File: config.mk
export PLATFORM = sky130hd
export DESIGN_NAME = trdemu_trap_flat
export DESIGN_NICKNAME = d
export VERILOG_FILES = /design/src/rtl/trdemu_trap_if.sv /design/src/rtl/trdemu_trap.sv /design/src/flat_wrapper.sv
export SDC_FILE = /design/constraint.sdc
export NUM_CORES = 1
export LEC_CHECK = 0
export CORE_MARGIN = 10
export CORE_UTILIZATION = 35
export CTS_CLUSTER_DIAMETER = 100
export DETAILED_ROUTE_END_ITERATION = 16
export SLEW_MARGIN = 20
export SYNTH_ARGS = -nofsm -noshare
export SYNTH_HDL_FRONTEND = slang
export SYNTH_SLANG_ARGS = --single-unit
File: constraint.sdc
create_clock -name fclk -period 2.3 [get_ports fclk]
set_input_delay 0.575 -clock fclk [delete_from_list [all_inputs] [get_ports fclk]]
set_output_delay 0.575 -clock fclk [all_outputs]
set_load 0.02 [all_outputs]
File: src/rtl/trdemu_trap_if.sv
// Signal bundle between the port decoder / CPU side and the VG93 trap sequencer.
// master = the decoder and NMI logic driving accesses, slave = trdemu_trap.
interface trdemu_trap_if;
  logic       vg_rdwr_fclk;
  logic [1:0] vg_reg;
  logic       vg_wr;
  logic [7:0] vg_wdata;
  logic [1:0] drv_sel;
  logic [3:0] fdd_mask;
  logic       dos;
  logic       romnram;
  logic       nmi_ack;
  logic       clr_nmi;
  logic       clr_stat;
  logic       nmi_req;
  logic       in_trdemu;
  logic [1:0] trap_reg;
  logic       trap_wr;
  logic [7:0] trap_wdata;
  logic [1:0] trap_drv;
  logic [7:0] stat;

  modport master (
    output vg_rdwr_fclk, vg_reg, vg_wr, vg_wdata, drv_sel, fdd_mask, dos, romnram,
           nmi_ack, clr_nmi, clr_stat,
    input  nmi_req, in_trdemu, trap_reg, trap_wr, trap_wdata, trap_drv, stat
  );

  modport slave (
    input  vg_rdwr_fclk, vg_reg, vg_wr, vg_wdata, drv_sel, fdd_mask, dos, romnram,
           nmi_ack, clr_nmi, clr_stat,
    output nmi_req, in_trdemu, trap_reg, trap_wr, trap_wdata, trap_drv, stat
  );
endinterface

File: src/rtl/trdemu_trap.sv
// VG93 software-emulation trap sequencer: catches emulated-drive port accesses,
// raises NMI, maps the emulator page until the handler releases it via out (#BE),a.
module trdemu_trap #(
  parameter int ACK_TIMEOUT = 1024,
  parameter int HOLDOFF     = 16,
  parameter int CNT_W       = 12
) (
  input logic          fclk,
  input logic          rst_n,
  trdemu_trap_if.slave bus
);

  typedef enum logic [1:0] {IDLE, REQ, SERVE, HOLD} state_t;

  localparam logic [CNT_W-1:0] ACK_LAST  = CNT_W'(ACK_TIMEOUT - 1);
  localparam logic [CNT_W-1:0] HOLD_LAST = (HOLDOFF > 0) ? CNT_W'(HOLDOFF - 1) : '0;

  state_t           state, state_nxt;
  logic [CNT_W-1:0] cnt, cnt_nxt;
  logic             trap_hit;
  logic             accept;
  logic             timeout_set;
  logic             overrun_set;

  logic             nmi_req_q;
  logic             in_trdemu_q;
  logic             busy_q;
  logic             err_timeout_q;
  logic             overrun_q;
  logic [1:0]       trap_reg_q;
  logic             trap_wr_q;
  logic [7:0]       trap_wdata_q;
  logic [1:0]       trap_drv_q;

  always_comb begin
    trap_hit    = bus.vg_rdwr_fclk & bus.fdd_mask[bus.drv_sel] & bus.dos & bus.romnram;
    state_nxt   = state;
    cnt_nxt     = cnt;
    accept      = 1'b0;
    timeout_set = 1'b0;
    overrun_set = trap_hit & (state != IDLE);

    case (state)
      IDLE: begin
        if (trap_hit) begin
          accept    = 1'b1;
          state_nxt = REQ;
          cnt_nxt   = '0;
        end
      end
      REQ: begin
        // Release beats acknowledge beats timeout when they coincide.
        if (bus.clr_nmi) begin
          state_nxt = (HOLDOFF == 0) ? IDLE : HOLD;
          cnt_nxt   = '0;
        end else if (bus.nmi_ack) begin
          state_nxt = SERVE;
        end else if (cnt == ACK_LAST) begin
          state_nxt   = IDLE;
          timeout_set = 1'b1;
        end else begin
          cnt_nxt = cnt + 1'b1;
        end
      end
      SERVE: begin
        if (bus.clr_nmi) begin
          state_nxt = (HOLDOFF == 0) ? IDLE : HOLD;
          cnt_nxt   = '0;
        end
      end
      HOLD: begin
        if (cnt == HOLD_LAST) state_nxt = IDLE;
        else                  cnt_nxt   = cnt + 1'b1;
      end
      default: state_nxt = IDLE;
    endcase
  end

  // Outputs are registered from the next state so no input reaches a port combinationally.
  always_ff @(posedge fclk or negedge rst_n) begin
    if (!rst_n) begin
      state         <= IDLE;
      cnt           <= '0;
      nmi_req_q     <= 1'b0;
      in_trdemu_q   <= 1'b0;
      busy_q        <= 1'b0;
      err_timeout_q <= 1'b0;
      overrun_q     <= 1'b0;
      trap_reg_q    <= '0;
      trap_wr_q     <= 1'b0;
      trap_wdata_q  <= '0;
      trap_drv_q    <= '0;
    end else begin
      state         <= state_nxt;
      cnt           <= cnt_nxt;
      nmi_req_q     <= (state_nxt == REQ);
      in_trdemu_q   <= (state_nxt == REQ) || (state_nxt == SERVE);
      busy_q        <= (state_nxt != IDLE);
      err_timeout_q <= timeout_set | (err_timeout_q & ~bus.clr_stat);
      overrun_q     <= overrun_set | (overrun_q & ~bus.clr_stat);
      if (accept) begin
        trap_reg_q   <= bus.vg_reg;
        trap_wr_q    <= bus.vg_wr;
        trap_wdata_q <= bus.vg_wdata;
        trap_drv_q   <= bus.drv_sel;
      end
    end
  end

  assign bus.nmi_req    = nmi_req_q;
  assign bus.in_trdemu  = in_trdemu_q;
  assign bus.trap_reg   = trap_reg_q;
  assign bus.trap_wr    = trap_wr_q;
  assign bus.trap_wdata = trap_wdata_q;
  assign bus.trap_drv   = trap_drv_q;
  assign bus.stat       = {busy_q, err_timeout_q, overrun_q, trap_wr_q, trap_drv_q, trap_reg_q};

endmodule

File: src/flat_wrapper.sv
// flat-port wrapper written by rule: the top's interface ports become plain ports
module trdemu_trap_flat 
#(
  parameter int ACK_TIMEOUT = 1024,
  parameter int HOLDOFF     = 16,
  parameter int CNT_W       = 12
)
  (fclk, rst_n, bus_vg_rdwr_fclk, bus_vg_reg, bus_vg_wr, bus_vg_wdata, bus_drv_sel, bus_fdd_mask, bus_dos, bus_romnram, bus_nmi_ack, bus_clr_nmi, bus_clr_stat, bus_nmi_req, bus_in_trdemu, bus_trap_reg, bus_trap_wr, bus_trap_wdata, bus_trap_drv, bus_stat);
  trdemu_trap_if bus_i ();
  input logic fclk;
  input logic rst_n;
  input wire logic [$bits(bus_i.vg_rdwr_fclk)-1:0] bus_vg_rdwr_fclk;
  input wire logic [$bits(bus_i.vg_reg)-1:0] bus_vg_reg;
  input wire logic [$bits(bus_i.vg_wr)-1:0] bus_vg_wr;
  input wire logic [$bits(bus_i.vg_wdata)-1:0] bus_vg_wdata;
  input wire logic [$bits(bus_i.drv_sel)-1:0] bus_drv_sel;
  input wire logic [$bits(bus_i.fdd_mask)-1:0] bus_fdd_mask;
  input wire logic [$bits(bus_i.dos)-1:0] bus_dos;
  input wire logic [$bits(bus_i.romnram)-1:0] bus_romnram;
  input wire logic [$bits(bus_i.nmi_ack)-1:0] bus_nmi_ack;
  input wire logic [$bits(bus_i.clr_nmi)-1:0] bus_clr_nmi;
  input wire logic [$bits(bus_i.clr_stat)-1:0] bus_clr_stat;
  output wire logic [$bits(bus_i.nmi_req)-1:0] bus_nmi_req;
  output wire logic [$bits(bus_i.in_trdemu)-1:0] bus_in_trdemu;
  output wire logic [$bits(bus_i.trap_reg)-1:0] bus_trap_reg;
  output wire logic [$bits(bus_i.trap_wr)-1:0] bus_trap_wr;
  output wire logic [$bits(bus_i.trap_wdata)-1:0] bus_trap_wdata;
  output wire logic [$bits(bus_i.trap_drv)-1:0] bus_trap_drv;
  output wire logic [$bits(bus_i.stat)-1:0] bus_stat;
  assign bus_i.vg_rdwr_fclk = bus_vg_rdwr_fclk;
  assign bus_i.vg_reg = bus_vg_reg;
  assign bus_i.vg_wr = bus_vg_wr;
  assign bus_i.vg_wdata = bus_vg_wdata;
  assign bus_i.drv_sel = bus_drv_sel;
  assign bus_i.fdd_mask = bus_fdd_mask;
  assign bus_i.dos = bus_dos;
  assign bus_i.romnram = bus_romnram;
  assign bus_i.nmi_ack = bus_nmi_ack;
  assign bus_i.clr_nmi = bus_clr_nmi;
  assign bus_i.clr_stat = bus_clr_stat;
  assign bus_nmi_req = bus_i.nmi_req;
  assign bus_in_trdemu = bus_i.in_trdemu;
  assign bus_trap_reg = bus_i.trap_reg;
  assign bus_trap_wr = bus_i.trap_wr;
  assign bus_trap_wdata = bus_i.trap_wdata;
  assign bus_trap_drv = bus_i.trap_drv;
  assign bus_stat = bus_i.stat;
  trdemu_trap #(.ACK_TIMEOUT(ACK_TIMEOUT), .HOLDOFF(HOLDOFF), .CNT_W(CNT_W)) u_core (.fclk(fclk), .rst_n(rst_n), .bus(bus_i));
endmodule
== Yosys cells after proc, flatten, opt, wreduce, memory -nomap -nowiden ==
Index checks and enable logic that the tools add are counted.

* Register bits after elaboration: 32
* Latch bits: 0
* Bits in writable memories: 0
* Memory bits (read-only): 0
* Input port bits: 25
* Output and inout port bits: 23
* Word-level logic and storage cells: 61
* Memories: 0

* Add/sub/neg operators: 1
* Multipliers: 0
* Div/mod/pow operators: 0
* $lt $le $gt $ge: 1
* Eq/ne operators: 12
* Shift operators: 0
* Mux-type cells: 22
* Bitwise logic cells: 9
* Reductions and logical operators: 5

{| class="wikitable"
|+ Operators with widths
! cell !! count
|-
| $mux 12 || 6
|-
| $pmux 12 s4 || 1
|-
| $add 12x1->12 const B || 1
|-
| $eq 12x10->1 const B || 1
|-
| $eq 12x4->1 const B || 1
|-
| $mux 2 || 6
|-
| $pmux 2 s4 || 1
|-
| $mux 1 || 7
|-
| $and 1x1->1 || 6
|-
| $eq 2x2->1 const B || 3
|-
| $ne 3x3->1 const B || 2
|-
| $reduce_and 5->1 || 1
|-
| $eq 2x1->1 const B || 2
|-
| $ne 2x2->1 const B || 2
|-
| $reduce_bool 2->1 || 2
|-
| $lt 2x3->1 const B || 1
|-
| $bmux 1 s2 || 1
|-
| $logic_not 2->1 || 1
|-
| $ne 2x1->1 const B || 1
|-
| $or 1x1->1 || 2
|-
| $logic_or 1x1->1 || 1
|-
| $not 1->1 || 1
|}

== Logic depth before layout (Yosys ltp) ==
* Depth in word-level cells: 9
* Gate-level depth with buffers: 9
* Mapped depth without buffers: 8

== Worst setup path after synthesis ==
OpenSTA, ideal clock, no wires.

* Path type: input -> register
* Start point: in bus_drv_sel[0]
* End point: reg u_core.in_trdemu_q (netlist: u_core.bus.in_trdemu)
* Setup time: 0.126 ns
* Data arrival time: 1.905 ns
* Required time: 2.174 ns
* Path slack: 0.269 ns
* Stages: 7
* Buffers on the path: 1
* Cell sequence: mux4_2 and4_1 nand2_4 o221ai_2 buf_6 inv_1 ha_1

* Longest elaborated chain between the ends: 9
* Elaborated cells on any way between the ends: 10
* Classes of those cells: eq/ne (2); mux (4); bitwise (3); reduce/logical (1)

{| class="wikitable"
|+ Ends and longest elaborated chain
! element !! line !! RTL
|-
| from (decl) || flat_wrapper.sv:16 || <nowiki>input wire logic [$bits(bus_i.drv_sel)-1:0] bus_drv_sel;</nowiki>
|-
| $bmux 1 s2 * || trdemu_trap.sv:36 || <nowiki>trap_hit = bus.vg_rdwr_fclk & bus.fdd_mask[bus.drv_sel] & bus.dos & bus.romnram;</nowiki>
|-
| $mux 1 (not written as such) * || trdemu_trap.sv:36 ||
|-
| $and 1x1->1 * (3 in a row) || trdemu_trap.sv:36 ||
|-
| $mux 2 * || trdemu_trap.sv:45 || <nowiki>if (trap_hit) begin</nowiki>
|-
| $pmux 2 s4 * || trdemu_trap.sv:43 || <nowiki>case (state)</nowiki>
|-
| net u_core.state_nxt[0] || trdemu_trap.sv:18 || <nowiki>state_t state, state_nxt;</nowiki>
|-
| $eq 2x1->1 or $eq 2x2->1 (tied branches) || trdemu_trap.sv:97 || <nowiki>in_trdemu_q <= (state_nxt == REQ) || (state_nxt == SERVE);</nowiki>
|-
| $logic_or 1x1->1 * || trdemu_trap.sv:97 ||
|-
| to (signal assigned) || trdemu_trap.sv:97 ||
|-
| to (decl) || trdemu_trap.sv:26 || <nowiki>logic in_trdemu_q;</nowiki>
|}

Mark *: on every way through the listed nets, which the timed path passes. The rest lies on a longest branch. The select of a mux whose other input is x is not followed.
A chain may end at the register's enable or synchronous reset.

== Worst setup path in the final report ==
* Start point: in bus_drv_sel[0]
* End point: reg u_core.trap_drv_q[0] (netlist: u_core.bus.trap_drv[0])

* Longest elaborated chain between the ends: 7

{| class="wikitable"
|+ Ends and longest elaborated chain
! element !! line !! RTL
|-
| $bmux 1 s2 || trdemu_trap.sv:36 ||
|-
| $mux 1 (not written as such) || trdemu_trap.sv:36 ||
|-
| $and 1x1->1 (3 in a row) || trdemu_trap.sv:36 ||
|-
| $mux 1 || trdemu_trap.sv:45 ||
|-
| $mux 1 || trdemu_trap.sv:43 ||
|-
| to (signal assigned) || trdemu_trap.sv:105 || <nowiki>trap_drv_q <= bus.drv_sel;</nowiki>
|-
| to (decl) || trdemu_trap.sv:33 || <nowiki>logic [1:0] trap_drv_q;</nowiki>
|}

Parallel ways exist; a longest one is shown, timed or not. The select of a mux whose other input is x is not followed.

==> flow_summary.toml <==
[run_status]
status = "finished clean"

[drt]
top_layer = "met4"
dr_wl_met2_um = 1800
drt-met1-wl_um = 1700
wl_per_cell_um = 15.6
drt_wl_total_um = 3950
detail-route-antenna-nets = 0
routed-wl-met3_um = 405
drt-pass1-iter-count = 4
vias = 1336
vias_per_cell = 5.28
drt_iter0_markers = 97
route.detailed.drc = 0

[pwr]
ir_drop_mv = 0.412
leakagePower_uw = 0.000988
p_per_area_nw_per_um2 = 906

[grt]
grt_pass1_wl_um = 6680
grt_max_degree = 33
first_global_vias = 1396
grt.overflow.total = 0
track_usage_pct = 10.7
antenna_found_initial = 0

[logic_synthesis]
seq_area_frac_synth_pct = 49.0
synthFlopType = "dfrtp_1"
syn_nets = 182
ys_warn_count = 0
yosys_register_bits = 32
async_reset_ff_share_pct = 100
synth_cells = 154
synth_edf_count = 0
synthDistinctLibCells = 43
synth_area_sq_um = 1630
syn_area_per_cell_sq_um = 10.6

[clock_tree]
cts_buffer_depth = 2
clock-root-buffer = "clkbuf_8"
postCtsSetupBuffers = 0
h-tree-depth = 2
cts_buffers = 5
cts_tree = "built"
clock_latency_ns = 0.27
clk_pin_slew_ns = 0.06
clock_sinks = 32

[timing]
worst_slack_ns = 0.0516
fin_worst_skew_ns = 0.00502
finalMaxSlewViolations = 0
rsz0062_at_grt = "yes"
finalSetupViolCount = 0
period_share_pct = 97.8
hold_slack_ns = 0.510
hold_viol_final = 0
tightest_slew_ns = 0.653
min_period_ns = 2.25
fmax_ghz = 0.445
slew_headroom_pct = 56.2

[cells_and_area]
nNetsFinal = 231
area_delta_synth_final_pct = 37.1
n_fill_cell = 418
post_route_cells_drive_above_1_share_pct = 17.9
stdcell_count = 253
largest_reg_flops = 12
multi_input_comb_area_sq_um = 737
diodes = 0
ff_latch_area_sq_um = 801
design_area_sq_um = 2240
top_register = "u_core.cnt"

[placement]
numPortBuffers = 47
gp_congestion = 0.823
pre_cts_slack_ns = -0.289
dp_hpwl_um = 3000
placed_area_sq_um = 2140
placed_cells = 248

[floorplanning]
initial_core_util_pct = 36.8
rows = 24
io_pins = 48
dieArea_sq_um = 7800
die_x_um = 88.3
die_h_um = 88.3
core_sq_um = 4440

[critical_path]
cp.arrival_ns = 2.41
startpoint_type = "input port"
crit_path_max_fanout = 6
cp-end-kind = "flip-flop"
path_class = "in -> reg"
required_ns = 2.46

[flow_run]
cap_viol_max_count = 0

[min_path]
hp-class = "reg -> reg"
kinds of logic after synthesis:
logic type / Yosys count / synth area share [%]
buf+inv: 21 / 7.43
fa+ha+maj: 3 / 2.30
flops: 32 / 49.0
compound gates: 36 / 14.4
simple gates: 47 / 15.9
mux: 15 / 11.0
stage by stage:
step	total power [uW]	TNS [ns]	utilization, %
2_1_floorplan	1330	0	-
3_3_place_gp	1610	-5.05	48.2
3_5_place_dp	1620	-6.59	48.2
4_1_cts	2010	0	49.7
5_1_grt	2170	-0.0699	50.4
6_report	2030	0	50.4
worst max-delay path, cell delays in order:
cell and delay (ns):
clkdlybuf4s50_1 0.49, mux4_2 0.50, and4_1 0.25, nand2_4 0.09, buf_4 0.16, mux2_2 0.33
worst paths after layout:
kind,from,to,slack [ns],depth (start not counted)
max in group asynchronous,rst_n,u_core.cnt[6],1.29,2
worst max-delay path,bus_drv_sel[0],u_core.bus.trap_drv[0],0.05,6
worst min register to register,u_core.bus.trap_wdata[2],u_core.bus.trap_wdata[2],0.51,1
worst min-delay path,u_core.bus.trap_wdata[2],u_core.bus.trap_wdata[2],0.51,1
worst max register to register,u_core.cnt[0],u_core.cnt[1],0.24,6
min in group asynchronous,rst_n,u_core.overrun_q,0.70,2
repair_timing:
action,CTS,global route
setup endpoints to repair,0,12
resized for setup,0,4
hold buffers,0,0
cell type report:
type                            instances  area share [%]
Inverter                                7            1.17
Timing Repair Buffer                   56            24.2
Clock buffer                            5            3.07
Tap cell                               52            2.91
Multi-Input combinational cell        101            32.9
Sequential cell                        32            35.8
cells in the mapped netlist (2+ instances only):
master,instances,share of area [%]
a21oi_1,8,2.5
a31oi_1,10,3.8
a41oi_1,2,1.1
and3_1,2,0.77
buf_4,9,4.1
clkbuf_1,2,0.46
dfrtp_1,32,49
ha_1,3,2.3
inv_1,7,1.6
mux2_2,13,9.0
nand2_1,16,3.7
nand2b_1,2,0.77
nand3_1,4,1.2
nor2_1,8,1.8
nor4_1,2,0.77
o21a_1,2,0.92
o21ai_0,6,1.8
cells in the final DEF (no fill, tap or decap), types with 2 or more instances in the layout:
cell,n
a21oi_1,8
a31oi_1,9
a41oi_1,2
and3_1,2
buf_4,8
clkbuf_8,5
clkdlybuf4s50_1,47
dfrtp_1,32
ha_1,3
inv_1,7
mux2_2,13
nand2_1,16
nand2b_1,2
nand3_1,4
nor2_1,8
nor4_1,2
o21a_1,2
o21ai_0,6
metal layers:
layer	vias up	global-route usage, %
met5	-	0
met4	0	3.96
met3	7	6.25
met2	48	16.4
met1	642	12.2
li1	639	-
report_power, final:
part / total, uW / switching, uW / internal (uW)
sequential: 819 / 143 / 676
combinational: 832 / 422 / 410
clock: 378 / 183 / 195
total: 2030 / 748 / 1280
No activity file was read; power rests on OpenSTA's default activity.
